**config.mk**
```make
export PLATFORM = sky130hd
export DESIGN_NAME = fetch_queue_flat
export DESIGN_NICKNAME = d
export VERILOG_FILES = /design/src/rtl/fetch_queue_if.sv /design/src/rtl/fetch_queue.sv /design/src/flat_wrapper.sv
export SDC_FILE = /design/constraint.sdc
export NUM_CORES = 1
export LEC_CHECK = 0
export ABC_AREA = 1
export BUFFER_PORTS_ARGS = -buffer_cell sky130_fd_sc_hd__clkbuf_2
export CORE_MARGIN = 2
export CORE_UTILIZATION = 60
export CTS_CLUSTER_SIZE = 8
export DETAILED_ROUTE_END_ITERATION = 10
export PLACE_DENSITY = 0.85
export SLEW_MARGIN = 20
export SYNTH_ARGS = -nofsm -noshare
export SYNTH_HDL_FRONTEND = slang
export SYNTH_SLANG_ARGS = --single-unit
```
**constraint.sdc**
```tcl
create_clock -name clock -period 9.97 [get_ports clock]
set_input_delay 0.997 -clock clock [delete_from_list [all_inputs] [get_ports clock]]
set_output_delay 0.997 -clock clock [all_outputs]
set_load 0.02 [all_outputs]
```
**src/rtl/fetch_queue_if.sv**
```systemverilog
// Handshake bundle between the fetch queue, instruction memory and the IF/ID register.
// master = fetch queue side, slave = memory/pipeline side.
interface fetch_queue_if #(
  parameter int unsigned XLEN = 32
);
  logic            imem_req_valid;
  logic            imem_req_ready;
  logic [XLEN-1:0] imem_req_addr;
  logic            imem_resp_valid;
  logic [XLEN-1:0] imem_resp_data;
  logic            out_valid;
  logic            out_ready;
  logic [XLEN-1:0] out_pc;
  logic [XLEN-1:0] out_instr;

  modport master (
    output imem_req_valid, imem_req_addr, out_valid, out_pc, out_instr,
    input  imem_req_ready, imem_resp_valid, imem_resp_data, out_ready
  );

  modport slave (
    input  imem_req_valid, imem_req_addr, out_valid, out_pc, out_instr,
    output imem_req_ready, imem_resp_valid, imem_resp_data, out_ready
  );
endinterface

```
**src/rtl/fetch_queue.sv**
```systemverilog
// Instruction-fetch front end: credit-limited sequential fetch, in-order PC tagging of
// in-flight requests, DEPTH-entry {pc, instr} queue, and redirect flush with discard counting.
module fetch_queue #(
  parameter int unsigned     XLEN            = 32,
  parameter int unsigned     DEPTH           = 4,
  parameter int unsigned     MAX_OUTSTANDING = 2,
  parameter logic [XLEN-1:0] INITIAL_PC      = {XLEN{1'b0}}
) (
  input  logic                                 clock,
  input  logic                                 reset,
  input  logic                                 redirect_valid,
  input  logic [XLEN-1:0]                      redirect_pc,
  fetch_queue_if.master                        bus,
  output logic [$clog2(MAX_OUTSTANDING+1)-1:0] outstanding
);
  localparam int unsigned AW = $clog2(DEPTH);
  localparam int unsigned CW = $clog2(DEPTH + 1);
  localparam int unsigned OW = $clog2(MAX_OUTSTANDING + 1);
  localparam int unsigned TW = (MAX_OUTSTANDING > 1) ? $clog2(MAX_OUTSTANDING) : 1;
  localparam int unsigned SW = $clog2(DEPTH + MAX_OUTSTANDING + 1);
  localparam logic [XLEN-1:0] ALIGN_MASK = ~(XLEN'(32'd3));

  logic [XLEN-1:0] fetch_pc_r;
  logic            run_r;
  logic [CW-1:0]   count_r, count_n_s;
  logic [OW-1:0]   outstanding_r, outstanding_n_s;
  logic [OW-1:0]   discard_r, discard_n_s;
  logic [AW-1:0]   rd_ptr_r, wr_ptr_r;
  logic [XLEN-1:0] q_pc_r    [DEPTH];
  logic [XLEN-1:0] q_instr_r [DEPTH];
  logic [XLEN-1:0] tag_r     [MAX_OUTSTANDING];
  logic [TW-1:0]   tag_rd_r, tag_wr_r;

  logic [SW-1:0]   inflight_s;
  logic            credit_ok_s;
  logic            req_valid_s;
  logic            req_fire_s;
  logic            resp_drop_s;
  logic            push_s;
  logic            pop_s;

  function automatic logic [TW-1:0] tag_next(input logic [TW-1:0] p);
    if (p == TW'(MAX_OUTSTANDING - 1)) begin
      tag_next = {TW{1'b0}};
    end else begin
      tag_next = p + TW'(1'b1);
    end
  endfunction

  // Credit check and handshake decode; requests stall while a redirect is presented.
  always_comb begin
    inflight_s  = SW'(outstanding_r) + SW'(discard_r);
    credit_ok_s = ((SW'(count_r) + inflight_s) < SW'(DEPTH)) &&
                  (inflight_s < SW'(MAX_OUTSTANDING));
    req_valid_s = run_r && !redirect_valid && credit_ok_s;
    req_fire_s  = req_valid_s && bus.imem_req_ready;
    resp_drop_s = bus.imem_resp_valid && (redirect_valid || (discard_r != {OW{1'b0}}));
    push_s      = bus.imem_resp_valid && !resp_drop_s;
    pop_s       = (count_r != {CW{1'b0}}) && bus.out_ready;
  end

  // Occupancy and in-flight accounting; a redirect converts live requests into discards.
  always_comb begin
    count_n_s       = count_r;
    outstanding_n_s = outstanding_r;
    discard_n_s     = discard_r;
    if (redirect_valid) begin
      count_n_s       = {CW{1'b0}};
      outstanding_n_s = {OW{1'b0}};
      discard_n_s     = discard_r + outstanding_r - OW'(bus.imem_resp_valid);
    end else if (bus.imem_resp_valid && (discard_r != {OW{1'b0}})) begin
      count_n_s       = count_r - CW'(pop_s);
      outstanding_n_s = outstanding_r + OW'(req_fire_s);
      discard_n_s     = discard_r - OW'(1'b1);
    end else begin
      count_n_s       = count_r + CW'(push_s) - CW'(pop_s);
      outstanding_n_s = outstanding_r + OW'(req_fire_s) - OW'(push_s);
      discard_n_s     = discard_r;
    end
  end

  // State registers: fetch PC, tag FIFO, data queue and counters.
  always_ff @(posedge clock) begin
    if (reset) begin
      fetch_pc_r    <= INITIAL_PC;
      run_r         <= 1'b0;
      count_r       <= {CW{1'b0}};
      outstanding_r <= {OW{1'b0}};
      discard_r     <= {OW{1'b0}};
      rd_ptr_r      <= {AW{1'b0}};
      wr_ptr_r      <= {AW{1'b0}};
      tag_rd_r      <= {TW{1'b0}};
      tag_wr_r      <= {TW{1'b0}};
      for (int i = 0; i < int'(DEPTH); i++) begin
        q_pc_r[i]    <= {XLEN{1'b0}};
        q_instr_r[i] <= {XLEN{1'b0}};
      end
      for (int i = 0; i < int'(MAX_OUTSTANDING); i++) begin
        tag_r[i] <= {XLEN{1'b0}};
      end
    end else begin
      run_r         <= 1'b1;
      count_r       <= count_n_s;
      outstanding_r <= outstanding_n_s;
      discard_r     <= discard_n_s;
      if (redirect_valid) begin
        fetch_pc_r <= redirect_pc & ALIGN_MASK;
        rd_ptr_r   <= {AW{1'b0}};
        wr_ptr_r   <= {AW{1'b0}};
        // Tags of flushed requests are never consumed: their responses take the discard path.
        tag_rd_r   <= {TW{1'b0}};
        tag_wr_r   <= {TW{1'b0}};
      end else begin
        if (req_fire_s) begin
          fetch_pc_r      <= fetch_pc_r + XLEN'(32'd4);
          tag_r[tag_wr_r] <= fetch_pc_r;
          tag_wr_r        <= tag_next(tag_wr_r);
        end
        if (push_s) begin
          q_pc_r[wr_ptr_r]    <= tag_r[tag_rd_r];
          q_instr_r[wr_ptr_r] <= bus.imem_resp_data;
          wr_ptr_r            <= wr_ptr_r + AW'(1'b1);
          tag_rd_r            <= tag_next(tag_rd_r);
        end
        if (pop_s) begin
          rd_ptr_r <= rd_ptr_r + AW'(1'b1);
        end
      end
    end
  end

  assign bus.imem_req_valid = req_valid_s;
  assign bus.imem_req_addr  = fetch_pc_r;
  assign bus.out_valid      = (count_r != {CW{1'b0}});
  assign bus.out_pc         = q_pc_r[rd_ptr_r];
  assign bus.out_instr      = q_instr_r[rd_ptr_r];
  assign outstanding        = outstanding_r;
endmodule

```
**src/flat_wrapper.sv**
```systemverilog
// flat-port wrapper written by rule: the top's interface ports become plain ports
module fetch_queue_flat 
#(
  parameter int unsigned     XLEN            = 32,
  parameter int unsigned     DEPTH           = 4,
  parameter int unsigned     MAX_OUTSTANDING = 2,
  parameter logic [XLEN-1:0] INITIAL_PC      = {XLEN{1'b0}}
)
  (clock, reset, redirect_valid, redirect_pc, outstanding, bus_imem_req_valid, bus_imem_req_addr, bus_out_valid, bus_out_pc, bus_out_instr, bus_imem_req_ready, bus_imem_resp_valid, bus_imem_resp_data, bus_out_ready);
  fetch_queue_if #(.XLEN(XLEN)) bus_i ();
  input  logic clock;
  input  logic reset;
  input  logic redirect_valid;
  input  logic [XLEN-1:0] redirect_pc;
  output logic [$clog2(MAX_OUTSTANDING+1)-1:0] outstanding;
  output wire logic [$bits(bus_i.imem_req_valid)-1:0] bus_imem_req_valid;
  output wire logic [$bits(bus_i.imem_req_addr)-1:0] bus_imem_req_addr;
  output wire logic [$bits(bus_i.out_valid)-1:0] bus_out_valid;
  output wire logic [$bits(bus_i.out_pc)-1:0] bus_out_pc;
  output wire logic [$bits(bus_i.out_instr)-1:0] bus_out_instr;
  input wire logic [$bits(bus_i.imem_req_ready)-1:0] bus_imem_req_ready;
  input wire logic [$bits(bus_i.imem_resp_valid)-1:0] bus_imem_resp_valid;
  input wire logic [$bits(bus_i.imem_resp_data)-1:0] bus_imem_resp_data;
  input wire logic [$bits(bus_i.out_ready)-1:0] bus_out_ready;
  assign bus_imem_req_valid = bus_i.imem_req_valid;
  assign bus_imem_req_addr = bus_i.imem_req_addr;
  assign bus_out_valid = bus_i.out_valid;
  assign bus_out_pc = bus_i.out_pc;
  assign bus_out_instr = bus_i.out_instr;
  assign bus_i.imem_req_ready = bus_imem_req_ready;
  assign bus_i.imem_resp_valid = bus_imem_resp_valid;
  assign bus_i.imem_resp_data = bus_imem_resp_data;
  assign bus_i.out_ready = bus_out_ready;
  fetch_queue #(.XLEN(XLEN), .DEPTH(DEPTH), .MAX_OUTSTANDING(MAX_OUTSTANDING), .INITIAL_PC(INITIAL_PC)) u_core (.clock(clock), .reset(reset), .redirect_valid(redirect_valid), .redirect_pc(redirect_pc), .bus(bus_i), .outstanding(outstanding));
endmodule
```
==> impl_metrics.json, run 1 <==
{
  "syn_area_um2": 16220,
  "cp-start-kind": "primary input",
  "nets": 1972,
  "cts_num_sinks": 355,
  "clk_pin_slew_worst_paths_ps": 50,
  "start_util_pct": 60.69,
  "drtPass1Iterations": 5,
  "ir_drop_uv": 143.4,
  "placementRows": 60,
  "multi_input_area_um2": 5004,
  "p_leak_nw": 7.629,
  "hold_viol_final": 0,
  "synth_top_area_share_pct": 57.02,
  "setup_viol": 0,
  "yosysTopAreaCell": "edfxtp_1",
  "wl_um": 39950,
  "sequentialPowerShare_pct": 47.8,
  "cp_data_arrival_time_ps": 4840,
  "swShare_pct": 24.78,
  "status": "complete, no violations",
  "drive_gt1_share_pct": 13.69,
  "clockRootBuffer": "clkbuf_16",
  "area_delta_synth_final_pct": 14.83,
  "fin_crit_ps": 4689,
  "ant_nets": 0,
  "hold_path.class": "flip-flop to flip-flop",
  "dp_cells": 2176,
  "gp_congestion": 0.8445,
  "ys_seq_area_share_pct": 62.82,
  "clockBufferDepth": 3,
  "dp_worst_setup_slack_ps": 4775,
  "antenna_found_initial": 0,
  "clk_latency_ps": 550,
  "finalCritPeriodShare_pct": 47.03,
  "critPathKind": "primary input to flip-flop",
  "intPower_mw": 2.728,
  "slew-limit-headroom_pct": 25.32,
  "p_clk_share_pct": 42.2,
  "cts_tree": "yes",
  "cp-end-kind": "flip-flop",
  "finalNonFillerCells": 2247,
  "synth-simple-area-share_pct": 20.81,
  "cp_max_fo": 63,
  "hold_buffers": 0,
  "avgViaCountPerCell": 5.649,
  "gr-total-overflow": 0,
  "slew_viol_final": 0,
  "diodes": 0,
  "die_x_um": 168.4,
  "power.switching_uw": 898.6,
  "cellPowerDensity_nw_per_um2": 194.7,
  "io_buffers": 163,
  "synth_top_family_by_area": "simple AND/OR/NAND/NOR gates",
  "dp_hpwl_um": 22070,
  "fin_setup_tns_ps": 0,
  "seqCellArea_um2": 10190,
  "wl_per_cell_um": 17.78,
  "grt_start_max_net_pins": 99,
  "synth_compound_area_share_pct": 7.984,
  "cp.required_ps": 10130,
  "setup_slack_ps": 5281,
  "vias": 12690,
  "grt_pass1_vias": 12630,
  "synth-seq-cells": 355,
  "syn_avg_cell_area_um2": 9.264,
  "cts-resized-gates": 0,
  "synth_adder_area_share_pct": 1.250,
  "post_cts_buffers": 0,
  "layout_commonest_cell": "nor2_1",
  "drc": 0,
  "htreeDepth": 2,
  "skew_ps": 19.14,
  "synthDistinctLibCells": 36,
  "netlist_instances": 1751,
  "grt_usage_pct": 27.88,
  "core_area_um2": 26730,
  "muxShareOfSynthArea_pct": 0,
  "yosysWarnings": 0,
  "timing.max_cap.violations": 0,
  "drt_first_iter_violations": 1346,
  "cts_made_buffers": 50,
  "nFillCells": 1904,
  "layout_common_cells": "473 x nor2_1, 308 x edfxtp_1, 282 x nand2_1",
  "synthTopCellsByArea": "edfxtp_1 57%, nor2_1 11%, nand2_1 6.6%, dfxtp_1 5.8%, o21ai_0 4.6%",
  "dieArea_um2": 28370,
  "rsz0062_at_grt": "no",
  "synth_xor_area_share_pct": 0.4320,
  "die-height_um": 168.4,
  "grt_first_pass_wirelength_um": 62820,
  "pin_count": 170,
  "worst_pin_slew_ps": 1117,
  "pwr-share-comb_pct": 10.0,
  "fmax_mhz": 213.3
}
[path summary, 6_finish.rpt]
| path | start | endpoint | slack [ps] | cells past startpoint |
|---|---|---|---|---|
| worst max register to register | u_core.outstanding[0] | u_core.tag_r[1][14] | 5340 | 13 |
| worst min register to register | u_core.rd_ptr_r[1] | flip-flop | 460 | 2 |
| worst min-delay path | u_core.rd_ptr_r[1] | flip-flop | 460 | 2 |
| worst max-delay path | redirect_valid | u_core.q_pc_r[0][23] | 5280 | 10 |
[state kept, by name, summed over array words and instances (netlist names), 2 cells and up, named ones only]
register                  count
u_core.discard_r              2
u_core.bus.imem_req_addr     30
u_core.tag_r                 60
u_core.q_instr_r            128
u_core.wr_ptr_r               2
u_core.outstanding            2
u_core.count_r                3
u_core.q_pc_r               120
u_core.rd_ptr_r               2
[layer usage]
layer / up-vias / share of wire, % / global-route usage [%]
li1: 6003 / - / -
met1: 5901 / 40 / 36.07
met2: 696 / 49 / 47.59
met3: 93 / 9.0 / 4.843
met4: 0 / 2.5 / 10.27
met5: - / 0 / 0
[critical path, stage by stage]
cell      delay, ps
clkbuf_2        490
nor2_2          470
inv_2           130
nor2_2          530
inv_2            40
buf_4           390
nor2_1          270
nand2_4         490
nand2_2         200
buf_4           750
[area by class of cell]
class                           count  share of cell area [%]
Clock buffer                       67                   7.060
Clock inverter                      4                  0.4635
Inverter                          184                   3.728
Multi-Input combinational cell   1121                   26.86
Sequential cell                   355                   54.73
Tap cell                          341                   2.291
Timing Repair Buffer              175                   4.863
[Yosys cell counts (all sizes together)]
library cell    n
nor2          488
clkinv          1
inv           183
conb            1
nand4           4
nor3           11
clkbuf         83
a31oi           1
nand3          57
or2             3
dfxtp          47
o31ai           1
edfxtp        308
and2            2
ha             13
fa              2
o211ai          2
buf            11
xor2            6
xnor2           2
nor3b           1
o21ai         150
o22ai          62
a21oi          24
a21boi          1
nand2         287
[per-stage QoR]
stage	utilization (%)	total power, mW	hold WS [ps]	area [um^2]
after floorplan	-	1.989	435.6	16230
after global placement	64.44	2.099	443.1	17220
after detailed placement	64.45	2.114	455.8	17230
after CTS	69.70	3.629	463.1	18630
after global routing	69.70	3.734	491.7	18630
final	69.70	3.626	458.2	18630
[logic make-up after synthesis]
logic type                 Yosys count
buffers and inverters              278
and+or+nand+nor                    853
xor gates and xnor gates             8
other                                1
adders and majority gates           15
DFF                                355
AOI/OAI and AO/OA                  241
[power groups by stage]
stage	sequential, mW	clock (mW)	combinational (mW)
floorplan	1.76	0	0.232
global placement	1.75	0	0.346
detailed placement	1.76	0	0.357
CTS	1.73	1.54	0.361
global route	1.74	1.60	0.396
finish	1.73	1.53	0.362
Power figures use the tool's default switching activity.
==> inputs of run 2 (changes only) <==
--- a/config.mk
+++ b/config.mk
@@ -8,10 +8,10 @@
 export ABC_AREA = 1
 export BUFFER_PORTS_ARGS = -buffer_cell sky130_fd_sc_hd__clkbuf_2
 export CORE_MARGIN = 2
-export CORE_UTILIZATION = 60
+export CORE_UTILIZATION = 59
 export CTS_CLUSTER_SIZE = 8
 export DETAILED_ROUTE_END_ITERATION = 10
-export PLACE_DENSITY = 0.85
+export PLACE_DENSITY = 0.84
 export SLEW_MARGIN = 20
 export SYNTH_ARGS = -nofsm -noshare
 export SYNTH_HDL_FRONTEND = slang
==> constraint.sdc (replaced) <==
create_clock -name clock -period 4.5 [get_ports clock]
set_input_delay 0.45 -clock clock [delete_from_list [all_inputs] [get_ports clock]]
set_output_delay 0.45 -clock clock [all_outputs]
set_load 0.02 [all_outputs]
==> run 2 against run 1 <==
Net effect:
- sequential power increased by 120%
- routed wire length hardly changed
- critical path depth increased by 3
- setup slack got worse by 4300 ps
- critical endpoint is now u_core.tag_r[1][18]
- largest cell class unchanged
==> impl_metrics.json, run 2 (same netlist as run 1, synthesis figures left out) <==
{
  "antenna_found_initial": 0,
  "p_leak_nw": 7.695,
  "reg.largest.list": "u_core.q_instr_r (128), u_core.q_pc_r (120), u_core.tag_r (60)",
  "grt_usage_pct": 27.74,
  "cts_tree": "yes",
  "rsz0062_at_grt": "no",
  "skew_ps": 16.73,
  "hold_viol_final": 0,
  "seqCellArea_um2": 10190,
  "clockBufferDepth": 3,
  "hold_buffers": 0,
  "io_buffers": 163,
  "ant_nets": 0,
  "path_cells": "ha_1 > inv_1 > fa_1 > inv_1 > ha_1 > nand3_1 > nand3_1 > nand4_4 > nor2_2 > nand2_1 > buf_4 > nand2_1 > buf_4",
  "largest_register": "u_core.q_instr_r",
  "clk_pin_slew_worst_paths_ps": 50,
  "placementRows": 60,
  "start_util_pct": 60.19,
  "critPathKind": "flip-flop to flip-flop",
  "die_x_um": 169.8,
  "vias": 12880,
  "htreeDepth": 2,
  "core_area_um2": 26950,
  "drive_gt1_share_pct": 14.34,
  "cts_made_buffers": 50,
  "cp-start-kind": "flip-flop",
  "wl_per_cell_um": 17.67,
  "p_clk_share_pct": 41.7,
  "gp_congestion": 0.9562,
  "pin_count": 170,
  "clockRootBuffer": "clkbuf_16",
  "area_delta_synth_final_pct": 15.49,
  "hold_path.class": "primary input to flip-flop",
  "status": "complete, no violations",
  "nFillCells": 1906,
  "ir_drop_uv": 331.9,
  "cts_num_sinks": 355,
  "die-height_um": 169.8,
  "worst_pin_slew_ps": 998.8,
  "gr-total-overflow": 0,
  "cp-end-kind": "flip-flop",
  "timing.max_cap.violations": 0,
  "diodes": 0,
  "setup_viol": 0,
  "grt_first_pass_wirelength_um": 62570,
  "layout_commonest_cell": "nor2_1",
  "cpMaxStageDelayCell": "fa_1",
  "power.switching_mw": 1.954,
  "wl_um": 39920,
  "finalCritPeriodShare_pct": 77.37,
  "largest_reg_flops": 128,
  "drtPass1Iterations": 5,
  "clk_latency_ps": 550,
  "sequentialPowerShare_pct": 48.0,
  "nets": 1985,
  "slew-limit-headroom_pct": 33.34,
  "grt_pass1_vias": 12330,
  "p_total_mw": 7.981,
  "cp.required_ps": 4720,
  "grt_start_max_net_pins": 99,
  "pwr-share-comb_pct": 10.3,
  "cp_slowest_stage_delay_ps": 510,
  "fin_setup_tns_ps": 0,
  "multi_input_area_um2": 4994,
  "intPower_mw": 6.026,
  "post_cts_buffers": 0,
  "drt_first_iter_violations": 1422,
  "slew_viol_final": 0,
  "drc": 0,
  "swShare_pct": 24.49,
  "cp_data_arrival_time_ps": 3710,
  "dieArea_um2": 28840,
  "cts-resized-gates": 0,
  "dp_hpwl_um": 23750,
  "cellPowerDensity_nw_per_um2": 426.0,
  "layout_common_cells": "473 x nor2_1, 308 x edfxtp_1, 282 x nand2_1",
  "avgViaCountPerCell": 5.700,
  "fin_crit_ps": 3482,
  "fmax_mhz": 287.2,
  "cp_max_fo": 31
}
## run 2: cell count changes in the layout (fill, tap and decap cells not counted)
cell / previous run / this run
clkinv_8: 1 / 2
nand2_4: 2 / 0
buf_4: 12 / 22
inv_4: 1 / 0
clkbuf_8: 0 / 1
buf_12: 0 / 3
bufinv_16: 1 / 0
clkbuf_16: 50 / 51
nand2_2: 3 / 5
clkinv_2: 1 / 3
clkbuf_1: 17 / 15
inv_16: 2 / 0
## run 2: per-stage QoR
step / std cells / hold WS (ps) / cell area [um^2] / util, % / setup slack (ps)
after floorplan: 1754 / 435.6 / 16240 / - / 256.7
after global placement: 2189 / 444.3 / 17350 / 64.37 / 1109
after detailed placement: 2189 / 454.2 / 17350 / 64.37 / 1045
after CTS: 2259 / 197.9 / 18730 / 69.50 / 1031
after global routing: 2259 / 202.5 / 18730 / 69.51 / 819.7
final: 2259 / 215.0 / 18730 / 69.51 / 1018
## run 2: worst max-delay path, delay by kind of cell, from the launching register on
family                     cells  cell delay, ps
DFF                            1             390
adders and majority gates      3             930
buffers and inverters          4             610
and+or+nand+nor                6            1200
## run 2: metal layers
layer	global-route usage [%]	share of wire (%)
met4	9.922	3.1
met1	35.90	39
met5	0	0
met3	4.302	8.5
met2	47.84	49
## run 2: layout make-up
type,instances,share of cell area [%]
flip-flops and latches,355,54.42
multi-input cells,1121,26.66
clock buffers,67,7.187
repair buffers,188,5.557
inverters,184,3.700
well taps,341,2.278
clock inverters,3,0.2004
## run 2: worst paths after layout
check / depth (start not counted) / end / start / slack (ps)
hold / removal: 5 / u_core.bus.imem_req_addr[6] / redirect_pc[6] / 220
setup / recovery: 13 / u_core.tag_r[1][18] / u_core.outstanding[0] / 1020
hold reg to reg: 1 / flip-flop / u_core.rd_ptr_r[0] / 470
setup reg to reg: 13 / u_core.tag_r[1][18] / u_core.outstanding[0] / 1020
## run 2: power groups by stage
stage	Sequential, mW	Clock [mW]	Combinational [mW]
5_1_grt	3.84	3.49	0.901
4_1_cts	3.83	3.36	0.819
3_3_place_gp	3.88	0	0.788
3_5_place_dp	3.89	0	0.810
6_report	3.83	3.33	0.821
2_1_floorplan	3.89	0	0.514
==> inputs of run 3 (changes only) <==
--- a/config.mk
+++ b/config.mk
@@ -8,10 +8,10 @@
 export ABC_AREA = 1
 export BUFFER_PORTS_ARGS = -buffer_cell sky130_fd_sc_hd__clkbuf_2
 export CORE_MARGIN = 2
-export CORE_UTILIZATION = 59
+export CORE_UTILIZATION = 53
 export CTS_CLUSTER_SIZE = 8
 export DETAILED_ROUTE_END_ITERATION = 10
-export PLACE_DENSITY = 0.84
+export PLACE_DENSITY = 0.8
 export SLEW_MARGIN = 20
 export SYNTH_ARGS = -nofsm -noshare
 export SYNTH_HDL_FRONTEND = slang
==> constraint.sdc (replaced) <==
create_clock -name clock -period 2.79 [get_ports clock]
set_input_delay 0.279 -clock clock [delete_from_list [all_inputs] [get_ports clock]]
set_output_delay 0.279 -clock clock [all_outputs]
set_load 0.02 [all_outputs]
==> run 3 against run 2 <==
Net effect:
- worst hold slack lost 180 ps
- combinational power grew 67%
- clock-buffer cell count grew 12
- via count shrank 1.6%
- critical path type is now flip-flop to output port
- critical endpoint is now bus_imem_req_valid
- largest power group unchanged
==> impl_metrics.json, run 3 (same netlist as run 1, synthesis figures left out) <==
{
  "worst_pin_slew_ps": 830.6,
  "grt_usage_pct": 24.78,
  "sequentialPowerShare_pct": 47.4,
  "cts_made_buffers": 50,
  "pin_count": 170,
  "gp_congestion": 0.8908,
  "cp.required_ps": 2510,
  "p_total_mw": 13.00,
  "pwr-share-comb_pct": 10.5,
  "cp_max_fo": 2,
  "timing.max_cap.violations": 0,
  "ir_drop_uv": 396.2,
  "cp-end-kind": "output port",
  "ant_nets": 0,
  "avgViaCountPerCell": 5.420,
  "fmax_mhz": 367.7,
  "cp-start-kind": "flip-flop",
  "area_delta_synth_final_pct": 17.50,
  "wl_per_cell_um": 16.93,
  "drc": 0,
  "diodes": 0,
  "fin_crit_ps": 2720,
  "layout_commonest_cell": "nor2_1",
  "antenna_found_initial": 0,
  "cellPowerDensity_nw_per_um2": 682.0,
  "finalCritPeriodShare_pct": 97.47,
  "start_util_pct": 53.45,
  "drtPass1Iterations": 5,
  "grt_pass1_vias": 12360,
  "gr-total-overflow": 0,
  "drive_gt1_share_pct": 15.29,
  "rsz0062_at_grt": "yes",
  "grt_first_pass_wirelength_um": 61950,
  "critPathKind": "flip-flop to output port",
  "slew-limit-headroom_pct": 44.62,
  "htreeDepth": 2,
  "largest_reg_flops": 128,
  "grt_start_max_net_pins": 125,
  "nets": 1997,
  "io_buffers": 163,
  "p_leak_nw": 7.784,
  "intPower_mw": 9.794,
  "largest_register": "u_core.q_instr_r",
  "wl_um": 39580,
  "p_clk_share_pct": 42.1,
  "cts_tree": "yes",
  "dp_hpwl_um": 23100,
  "placementRows": 64,
  "cts_num_sinks": 355,
  "cp_data_arrival_time_ps": 2440,
  "hold_buffers": 0,
  "layout_common_cells": "472 x nor2_1, 308 x edfxtp_1, 279 x nand2_1",
  "die-height_um": 178.9,
  "hold_path.class": "primary input to flip-flop",
  "die_x_um": 178.9,
  "reg.largest.list": "u_core.q_instr_r (128), u_core.q_pc_r (120), u_core.tag_r (60)",
  "dieArea_um2": 32020,
  "clk_pin_slew_worst_paths_ps": 50,
  "core_area_um2": 30350,
  "hold_viol_final": 0,
  "power.switching_mw": 3.205,
  "status": "complete, no violations",
  "clk_latency_ps": 550,
  "clockRootBuffer": "clkbuf_16",
  "hold_ws_ps": 30.87,
  "clockBufferDepth": 3,
  "swShare_pct": 24.66,
  "fin_setup_tns_ps": 0,
  "slew_viol_final": 0,
  "skew_ps": 19.50,
  "vias": 12670,
  "drt_first_iter_violations": 1207,
  "setup_viol": 0
}
-- run 3: cell count changes in the layout (fill, tap and decap cells not counted), moves of 2 or more --
cell,before,now
clkinv_2,3,1
nand3_1,57,54
buf_4,22,30
buf_12,3,8
dfxtp_1,45,43
clkbuf_1,15,28
nand3_2,0,2
nand2_2,5,7
nand2_1,282,279
-- run 3: area by class of cell --
| cell class | instances | area, um^2 |
|---|---|---|
| Sequential cell | 355 | 10200 |
| Clock inverter | 3 | 40.04 |
| Clock buffer | 79 | 1381 |
| Inverter | 184 | 691.9 |
| Timing Repair Buffer | 200 | 1196 |
| Fill cell | 2372 | 11290 |
| Tap cell | 396 | 495.5 |
| Multi-Input combinational cell | 1121 | 5055 |
-- run 3: worst paths after layout --
check	start	endpoint	slack (ps)	cells after the start
max	u_core.outstanding[0]	bus_imem_req_valid	70	11
min	redirect_pc[13]	u_core.bus.imem_req_addr[13]	30	5
max reg2reg	u_core.outstanding[0]	u_core.outstanding[1]	70	16
min reg2reg	u_core.tag_rd_r	u_core.tag_rd_r	480	2
-- run 3: power by group through the flow --
stage	Clock, mW	Combinational (mW)	Sequential, mW
after floorplan	0	0.843	6.27
after global placement	0	1.33	6.25
after detailed placement	0	1.36	6.26
after CTS	5.54	1.36	6.16
after global routing	5.76	1.51	6.18
final	5.47	1.37	6.17
-- run 3: routing by layer --
layer / up-vias / share of wire (%) / GRT usage, %
li1: 6069 / - / -
met2: 521 / 50 / 43.49
met5: - / 0 / 0
met1: 6019 / 41 / 31.43
met3: 64 / 7.5 / 3.944
met4: 0 / 1.8 / 7.961
-- run 3: per-stage QoR --
| stage | area (um^2) | setup slack [ps] | std cells | utilization (%) |
|---|---|---|---|---|
| floorplan | 16310 | -102.2 | 1754 | - |
| global placement | 17610 | 69.64 | 2255 | 58.03 |
| detailed placement | 17610 | 17.50 | 2255 | 58.03 |
| CTS | 19030 | 1.973 | 2337 | 62.71 |
| global route | 19060 | -61.35 | 2338 | 62.80 |
| finish | 19060 | 70.48 | 2338 | 62.80 |
-- run 3: timing repair --
item	in CTS	in global routing
endpoints found under the setup margin	0	2
buffers inserted	0	1
resized for setup	0	6
-- run 3: worst max-delay path: stages (launching register included) --
cell	delay, ps
dfxtp_4	340
ha_1	130
inv_1	40
fa_1	490
inv_1	50
ha_1	270
nand3_2	90
nand2_1	70
nand2_2	110
nand3_4	90
inv_1	80
buf_4	140
